File: src/rtl/spi_master_multi_pkg.sv
`default_nettype none
// ============================================================================
// Module      : spi_pkg
// Description : Shared types and helpers for the multi-slave SPI master.
//               Holds the transfer state encoding, the four SPI mode
//               constants ({CPOL,CPHA}) and constant-width helper functions.
// Revision    : 1.0 - initial release
// ============================================================================
package spi_pkg;

    typedef enum logic [2:0] {
        ST_IDLE  = 3'd0,
        ST_SETUP = 3'd1,
        ST_XFER  = 3'd2,
        ST_HOLD  = 3'd3,
        ST_DONE  = 3'd4
    } spi_state_e;

    // SPI modes encoded as {CPOL, CPHA}
    localparam logic [1:0] MODE0 = 2'b00;
    localparam logic [1:0] MODE1 = 2'b01;
    localparam logic [1:0] MODE2 = 2'b10;
    localparam logic [1:0] MODE3 = 2'b11;

    // Ceiling log2; returns 0 for values <= 1.
    function automatic int spi_clog2(input int value);
        int result;
        result = 0;
        for (int i = 0; i < 31; i++) begin
            if ((1 << i) < value) begin
                result = i + 1;
            end
        end
        return result;
    endfunction

    // Width of a select index that can address num_cs slaves (never 0).
    function automatic int spi_sel_w(input int num_cs);
        return (num_cs > 1) ? spi_clog2(num_cs) : 1;
    endfunction

endpackage
`default_nettype wire

File: src/rtl/spi_master_multi_clk_gen.sv
`default_nettype none
// ============================================================================
// Module      : spi_clk_gen
// Description : SCK generator for the SPI master. Counts CLK_DIV system
//               cycles per SCK half-period while enabled and toggles SCK at
//               the end of each half-period. lead_o / trail_o are asserted in
//               the cycle before the clock edge on which SCK moves away from /
//               back to its idle level. Disabling forces SCK to idle and
//               restarts the divider.
// Ports       : clk_i   - system clock
//               rst_i   - asynchronous active-high reset
//               en_i    - run the divider (high only while shifting)
//               sck_o   - registered SPI clock level
//               lead_o  - next SCK edge is a leading edge
//               trail_o - next SCK edge is a trailing edge
// Revision    : 1.0 - initial release
// ============================================================================
module spi_clk_gen
    import spi_pkg::*;
#(
    parameter int CLK_DIV = 20,
    parameter int CPOL    = 0
) (
    input  logic clk_i,
    input  logic rst_i,
    input  logic en_i,
    output logic sck_o,
    output logic lead_o,
    output logic trail_o
);

    localparam int                 C_DIV_W    = (CLK_DIV > 1) ? spi_clog2(CLK_DIV) : 1;
    localparam logic               C_IDLE_LVL = (CPOL != 0);
    localparam logic [C_DIV_W-1:0] C_DIV_LAST = C_DIV_W'(CLK_DIV - 1);

    logic [C_DIV_W-1:0] div_q;
    logic               sck_q;
    logic               w_tick;

    assign w_tick  = en_i && (div_q == C_DIV_LAST);
    // While SCK sits at its idle level the coming edge leaves idle (leading).
    assign lead_o  = w_tick && (sck_q == C_IDLE_LVL);
    assign trail_o = w_tick && (sck_q != C_IDLE_LVL);
    assign sck_o   = sck_q;

    always_ff @(posedge clk_i or posedge rst_i) begin
        if (rst_i) begin
            div_q <= '0;
            sck_q <= C_IDLE_LVL;
        end else if (!en_i) begin
            div_q <= '0;
            sck_q <= C_IDLE_LVL;
        end else if (w_tick) begin
            div_q <= '0;
            sck_q <= ~sck_q;
        end else begin
            div_q <= div_q + 1'b1;
        end
    end

endmodule
`default_nettype wire

File: src/rtl/spi_master_multi.sv
`default_nettype none
// ============================================================================
// Module      : spi_master_multi
// Description : Parametrised full-duplex SPI master with multiple active-low
//               chip selects, all four CPOL/CPHA modes, selectable bit order,
//               programmable CS setup/hold and a START/BUSY/FIN handshake.
// Ports       : SYS_CLK   - system clock, rising edge
//               RST       - asynchronous active-high reset
//               START     - transfer request, honoured only when idle
//               CS_SEL    - slave index, latched with START
//               DATA_MOSI - transmit word, latched with START
//               DATA_MISO - last received word, updated on the FIN cycle
//               BUSY      - transfer in progress (through the FIN cycle)
//               FIN       - one-cycle completion pulse
//               SCK/MOSI  - SPI clock and serial data out
//               MISO      - serial data in (two-flop synchronised)
//               CSbar     - active-low slave selects
// Revision    : 1.0 - initial release
// ============================================================================
module spi_master_multi
    import spi_pkg::*;
#(
    parameter  int WIDTH     = 32,
    parameter  int NUM_CS    = 2,
    parameter  int CLK_DIV   = 20,
    parameter  int CPOL      = 0,
    parameter  int CPHA      = 0,
    parameter  int MSB_FIRST = 1,
    parameter  int CS_SETUP  = 2,
    parameter  int CS_HOLD   = 2,
    localparam int C_SEL_W   = spi_sel_w(NUM_CS)
) (
    input  logic               SYS_CLK,
    input  logic               RST,
    input  logic               START,
    input  logic [C_SEL_W-1:0] CS_SEL,
    input  logic [WIDTH-1:0]   DATA_MOSI,
    output logic [WIDTH-1:0]   DATA_MISO,
    output logic               BUSY,
    output logic               FIN,
    output logic               SCK,
    output logic               MOSI,
    input  logic               MISO,
    output logic [NUM_CS-1:0]  CSbar
);

    localparam int                  C_CNT_W        = spi_clog2(CS_SETUP + CS_HOLD + 1);
    localparam int                  C_EDGE_W       = spi_clog2(2 * WIDTH + 1);
    localparam logic [C_CNT_W-1:0]  C_SETUP_LAST   = C_CNT_W'(CS_SETUP - 1);
    localparam logic [C_CNT_W-1:0]  C_HOLD_LAST    = C_CNT_W'(CS_HOLD - 1);
    localparam logic [C_EDGE_W-1:0] C_EDGE_LAST    = C_EDGE_W'(2 * WIDTH - 1);
    localparam logic [1:0]          C_MODE         = {CPOL != 0, CPHA != 0};
    localparam bit                  C_SAMPLE_TRAIL = (C_MODE == MODE1) || (C_MODE == MODE3);
    localparam bit                  C_MSB          = (MSB_FIRST != 0);

    spi_state_e          state_q;
    logic [C_CNT_W-1:0]  cnt_q;
    logic [C_EDGE_W-1:0] edge_q;       // SCK edges already issued this frame
    logic [WIDTH-1:0]    tx_q;
    logic [WIDTH-1:0]    tx_d;
    logic [WIDTH-1:0]    rx_q;
    logic [WIDTH-1:0]    rx_d;
    logic [WIDTH-1:0]    data_miso_q;
    logic [1:0]          samp_dly_q;   // sample strobe delayed to match MISO sync
    logic                miso_meta_q;
    logic                miso_sync_q;
    logic                busy_q;
    logic                fin_q;
    logic                mosi_q;
    logic [NUM_CS-1:0]   csbar_q;
    logic [NUM_CS-1:0]   w_cs_n;

    logic w_xfer_en;
    logic w_lead;
    logic w_trail;
    logic w_edge_stb;
    logic w_first_edge;
    logic w_last_edge;
    logic w_sample_stb;
    logic w_shift_stb;

    // ---------------------------------------------------------------- SCK
    assign w_xfer_en = (state_q == ST_XFER);

    spi_clk_gen #(
        .CLK_DIV (CLK_DIV),
        .CPOL    (CPOL)
    ) u_clk_gen (
        .clk_i   (SYS_CLK),
        .rst_i   (RST),
        .en_i    (w_xfer_en),
        .sck_o   (SCK),
        .lead_o  (w_lead),
        .trail_o (w_trail)
    );

    assign w_edge_stb   = w_lead || w_trail;
    assign w_first_edge = (edge_q == '0);
    assign w_last_edge  = (edge_q == C_EDGE_LAST);
    assign w_sample_stb = C_SAMPLE_TRAIL ? w_trail : w_lead;
    // The first bit is already on MOSI from SETUP, so exactly WIDTH-1 shifts
    // happen: CPHA=1 skips the first leading edge, CPHA=0 skips the final
    // trailing edge so MOSI keeps the last bit after the frame.
    assign w_shift_stb  = C_SAMPLE_TRAIL ? (w_lead && !w_first_edge)
                                         : (w_trail && !w_last_edge);

    // ------------------------------------------------------ chip selects
    for (genvar gi = 0; gi < NUM_CS; gi++) begin : g_cs_dec
        // Out-of-range indices match no slave, leaving every select high.
        assign w_cs_n[gi] = (CS_SEL != C_SEL_W'(gi));
    end

    // ------------------------------------------------------ shift paths
    always_comb begin
        tx_d = tx_q;
        rx_d = rx_q;
        if (C_MSB) begin
            tx_d = {tx_q[WIDTH-2:0], 1'b0};
        end else begin
            tx_d = {1'b0, tx_q[WIDTH-1:1]};
        end
        if (samp_dly_q[1]) begin
            if (C_MSB) begin
                rx_d = {rx_q[WIDTH-2:0], miso_sync_q};
            end else begin
                rx_d = {miso_sync_q, rx_q[WIDTH-1:1]};
            end
        end
    end

    // --------------------------------------------------- MISO synchroniser
    always_ff @(posedge SYS_CLK or posedge RST) begin
        if (RST) begin
            miso_meta_q <= 1'b0;
            miso_sync_q <= 1'b0;
        end else begin
            miso_meta_q <= MISO;
            miso_sync_q <= miso_meta_q;
        end
    end

    // ---------------------------------------------------------- main FSM
    // The synchroniser output seen two cycles after an SCK edge is the MISO
    // level present at that edge, so the sample strobe is delayed to match.
    // DATA_MISO loads rx_d so a sample landing on the HOLD->DONE edge is kept;
    // with CPHA=1 this needs CS_HOLD >= 2 to catch the final bit.
    always_ff @(posedge SYS_CLK or posedge RST) begin
        if (RST) begin
            state_q     <= ST_IDLE;
            cnt_q       <= '0;
            edge_q      <= '0;
            tx_q        <= '0;
            rx_q        <= '0;
            samp_dly_q  <= '0;
            data_miso_q <= '0;
            busy_q      <= 1'b0;
            fin_q       <= 1'b0;
            mosi_q      <= 1'b0;
            csbar_q     <= '1;
        end else begin
            fin_q      <= 1'b0;
            rx_q       <= rx_d;
            samp_dly_q <= {samp_dly_q[0], w_sample_stb};

            case (state_q)
                ST_IDLE: begin
                    if (START) begin
                        tx_q    <= DATA_MOSI;
                        mosi_q  <= C_MSB ? DATA_MOSI[WIDTH-1] : DATA_MOSI[0];
                        csbar_q <= w_cs_n;
                        busy_q  <= 1'b1;
                        cnt_q   <= '0;
                        edge_q  <= '0;
                        state_q <= ST_SETUP;
                    end
                end

                ST_SETUP: begin
                    if (cnt_q == C_SETUP_LAST) begin
                        cnt_q   <= '0;
                        state_q <= ST_XFER;
                    end else begin
                        cnt_q <= cnt_q + 1'b1;
                    end
                end

                ST_XFER: begin
                    if (w_edge_stb) begin
                        edge_q <= edge_q + 1'b1;
                        if (w_last_edge) begin
                            state_q <= ST_HOLD;
                        end
                    end
                    if (w_shift_stb) begin
                        tx_q   <= tx_d;
                        mosi_q <= C_MSB ? tx_d[WIDTH-1] : tx_d[0];
                    end
                end

                ST_HOLD: begin
                    if (cnt_q == C_HOLD_LAST) begin
                        cnt_q       <= '0;
                        csbar_q     <= '1;
                        data_miso_q <= rx_d;
                        fin_q       <= 1'b1;
                        state_q     <= ST_DONE;
                    end else begin
                        cnt_q <= cnt_q + 1'b1;
                    end
                end

                ST_DONE: begin
                    // START is deliberately not looked at here.
                    busy_q  <= 1'b0;
                    state_q <= ST_IDLE;
                end

                default: begin
                    state_q <= ST_IDLE;
                end
            endcase
        end
    end

    assign DATA_MISO = data_miso_q;
    assign BUSY      = busy_q;
    assign FIN       = fin_q;
    assign MOSI      = mosi_q;
    assign CSbar     = csbar_q;

endmodule
`default_nettype wire

File: config.mk
export PLATFORM = sky130hd
export DESIGN_NAME = spi_master_multi
export DESIGN_NICKNAME = d
export VERILOG_FILES = /design/src/rtl/spi_master_multi_pkg.sv /design/src/rtl/spi_master_multi_clk_gen.sv /design/src/rtl/spi_master_multi.sv
export SDC_FILE = /design/constraint.sdc
export NUM_CORES = 1
export LEC_CHECK = 0
export CAP_MARGIN = 30
export CORE_UTILIZATION = 35
export CTS_CLUSTER_DIAMETER = 200
export DETAILED_ROUTE_END_ITERATION = 7
export DONT_BUFFER_PORTS = 1
export PLACE_DENSITY_LB_ADDON = 0.08
export SLEW_MARGIN = 30
export SYNTH_ARGS = -nofsm -noshare
export SYNTH_HDL_FRONTEND = slang
export SYNTH_SLANG_ARGS = --single-unit
File: constraint.sdc
create_clock -name SYS_CLK -period 4.4 [get_ports SYS_CLK]
set_input_delay 0.22 -clock SYS_CLK [delete_from_list [all_inputs] [get_ports SYS_CLK]]
set_output_delay 0.22 -clock SYS_CLK [all_outputs]
set_load 0.005 [all_outputs]
==> metrics.cfg <==
[status]
status=complete, no violations

[global_route]
grt_use_met3=0.0517
antenna_found_initial=0
grt_usage=0.140
grt_busiest_layer=met2
use_met1=0.175
grt_pass1_vias=3171
grt_util_met2=0.209
grt_max_degree=72
grt_pass1_wl_um=16000
grt_overflow=0

[synth]
syn_inst=418
syn_area_sq_um=5180
yosysSeqAreaShare=0.594
synth_simple_gate_area_frac=0.130
syn_avg_cell_area_sq_um=12.4
synth-xor-area-share=0.0169
synth.net_count=457
yosysUniqueCellTypes=40
synthMuxAreaShare=0.208
synth_adder_area_share=0.00483
ys_seq_elements=123
synth_top_family_by_area=multiplexers
synth-compound-area-share=0.0186
yosys_warnings=0

[critical_path]
cp-startpoint=state_q[1]$_DFFE_PP0P_
crit_end=tx_q[21]$_DFFE_PP0P_
r2r_end=tx_q[21]$_DFFE_PP0P_
ff2ff_setup_slack_ps=2010
cpMaxStageDelayCell=dfrtp_1
worstRegToRegCells=6
cpPeakStageDelay_ps=480
r2r_start=state_q[1]$_DFFE_PP0P_
cp_top_family=buffers and inverters
arrival_ps=2690
crit_buf_inv=2
cp.depth=6
worstSetupEndpointType=register
crit_chain=nor3b_4 > buf_4 > nand3_1 > o21ai_4 > buf_16 > mux2_2
critPathMaxFanout=34
path_class=register to register
worst_setup_path_start_kind=register
critical_path_required_ps=4700

[clocking]
cts_sinks=123
clock_latency_ps=420
post_cts_resized=0
path_clk_slew_ps=60
htreeDepth=4
cts_inserted_buffers=17
tritoncts=yes
cts.path.max_buffers=2
cts-root-buf=clkbuf_16

[sta]
finalCriticalPeriod_ps=2390
tightest_slew_ps=688
fin_setup_tns_ps=0
relSlewSlack=0.541
rsz0062_at_grt=no
fin_crit_sh=0.543
max_freq_mhz=418
holdWs_ps=32.6
finalSetupViolations=0
hold_viol=0
slew_viol_final=0
finClkSkew_ps=9.51

[place]
gp_congestion=0.714
dp_hpwl_um=5870
io_buffers=0

[die]
core.rowCount=44
start_util=0.358
io_pins=75
fp.dieArea_sq_um=15300
die_y_um=124
core_sq_um=14500
die_w_um=124

[pwr]
power_density_nw_per_um2=603
p_leak_nw=2.89
peakVddDrop_uv=266

[route]
drtIter0Drc=121
drc=0
ant_nets=0
via_per_inst=4.79
wirelength_um=9270
post_drt_wl_per_cell_um=14.9
drtPass1Iterations=4
routed-via-count=2991

[worst_hold_path]
hp-class=input pin to register

[cells_and_area]
antenna_cells=0
nets=466
areaGrowthSynthToFinish_pct=16.8
drive_gt1_frac=0.275

[run]
maxCapViolCount=0

[metrics by stage]
| stage | setup WS (ps) | util | cell area (sq um) | cells | power, W |
|---|---|---|---|---|---|
| final | 2010 | 0.418 | 6060 | 624 | 0.00365 |
| after global placement | 1790 | 0.370 | 5350 | 587 | 0.00217 |
| after CTS | 1970 | 0.418 | 6050 | 624 | 0.00371 |
| after floorplan | 912 | - | 5180 | 418 | 0.00206 |
| after detailed placement | 1980 | 0.372 | 5380 | 588 | 0.00221 |
| after global routing | 1820 | 0.418 | 6060 | 624 | 0.00388 |
[how the worst min path moves through the flow]
stage | from | endpoint | slack [ps] | depth (start not counted)
4_1_cts | DATA_MOSI[9] | tx_q[9]$_DFFE_PP0P_ | 10 | 3
6_report | DATA_MOSI[12] | tx_q[12]$_DFFE_PP0P_ | 30 | 3
5_1_grt | DATA_MOSI[16] | tx_q[16]$_DFFE_PP0P_ | 30 | 3
3_3_place_gp | MISO | miso_meta_q$_DFF_PP0_ | 250 | 0
3_5_place_dp | MISO | miso_meta_q$_DFF_PP0_ | 250 | 0
2_1_floorplan | MISO | miso_meta_q$_DFF_PP0_ | 250 | 0
[area by class of cell]
cell class | instances | area (sq um)
Fill cell | 1352 | 8420
Clock buffer | 26 | 529
Sequential cell | 123 | 3080
Tap cell | 184 | 230
Inverter | 4 | 20.0
Clock inverter | 6 | 105
Multi-Input combinational cell | 269 | 1970
Timing Repair Buffer | 12 | 120
[state kept, by name, summed over array words and instances (netlist names)]
register / count
edge_q: 7
samp_dly_q: 2
MOSI: 1
u_clk_gen.div_q: 5
DATA_MISO: 32
cnt_q: 3
miso_sync_q: 1
miso_meta_q: 1
state_q: 3
rx_q: 32
u_clk_gen.sck_o: 1
FIN: 1
tx_q: 31
CSbar: 2
BUSY: 1
[cells by family (layout without fill, tap and decap cells)]
family                   Yosys count  in the layout
multiplexers                      96             96
AND/OR/NAND/NOR                  145            145
XOR/XNOR                          10             10
adder cells (fa/ha/maj)            2              2
buffers and inverters             26             48
flip-flops                       123            123
AO/OA/AOI/OAI                     16             16
[cell usage after synthesis, drive strengths merged]
master | count | area (sq um)
o21ai | 8 | 43.8
nand3 | 7 | 35.0
mux2 | 95 | 1070
a311oi | 1 | 8.76
nand2b | 2 | 12.5
or4b | 1 | 13.8
nor4 | 2 | 25.0
xor2 | 3 | 26.3
mux2i | 1 | 10.0
nand2 | 101 | 379
dfrtp | 121 | 3030
or3b | 1 | 8.76
and2 | 1 | 6.26
ha | 2 | 25.0
and4bb | 1 | 12.5
nor3 | 7 | 56.3
nor2 | 14 | 52.6
nor4b | 1 | 8.76
nor3b | 2 | 26.3
nand3b | 2 | 15.0
nor2b | 1 | 6.26
o31ai | 1 | 7.51
and3 | 1 | 6.26
dfstp | 2 | 52.6
a21oi | 4 | 20.0
nand4bb | 1 | 11.3
inv | 4 | 15.0
buf | 16 | 103
clkbuf | 6 | 22.5
a21o | 1 | 7.51
o31a | 1 | 8.76
xnor2 | 7 | 61.3
[cells in the final DEF (no fill, tap or decap), drive strengths merged, types with 3 or more instances in the layout]
cell / n
o21ai: 8
nand2: 101
nor2: 14
nand3: 7
xnor2: 7
dfrtp: 121
clkinv: 3
xor2: 3
dlygate4sd3: 4
buf: 8
bufinv: 3
nor3: 7
inv: 4
mux2: 95
a21oi: 4
clkbuf: 26
[power breakdown]
part / switching (W) / total (W) / leakage [nW] / internal, W
Clock: 0.000478 / 0.00147 / 0.316 / 0.000994
Sequential: 0.000138 / 0.00148 / 1.62 / 0.00134
Combinational: 0.000382 / 0.000701 / 0.958 / 0.000320
[worst register-to-register path: cells and delay by family, from the launching register on]
| family | cells | cell delay [ps] |
|---|---|---|
| buffers and inverters | 2 | 580 |
| flip-flops | 1 | 480 |
| AO/OA/AOI/OAI | 1 | 450 |
| AND/OR/NAND/NOR | 2 | 400 |
| multiplexers | 1 | 360 |
[metal layers]
| layer | wire (um) | part of all wire |
|---|---|---|
| met5 | 0 | 0 |
| met4 | 221 | 0.024 |
| met3 | 490 | 0.053 |
| met2 | 4260 | 0.46 |
| met1 | 4300 | 0.46 |
[timing repair]
action	in CTS	in global routing
endpoints found under the hold margin	73	0
buffers inserted	0	0
hold buffers	4	0
setup endpoints to repair	0	0
Note: power is estimated with default switching activity, not from simulation.
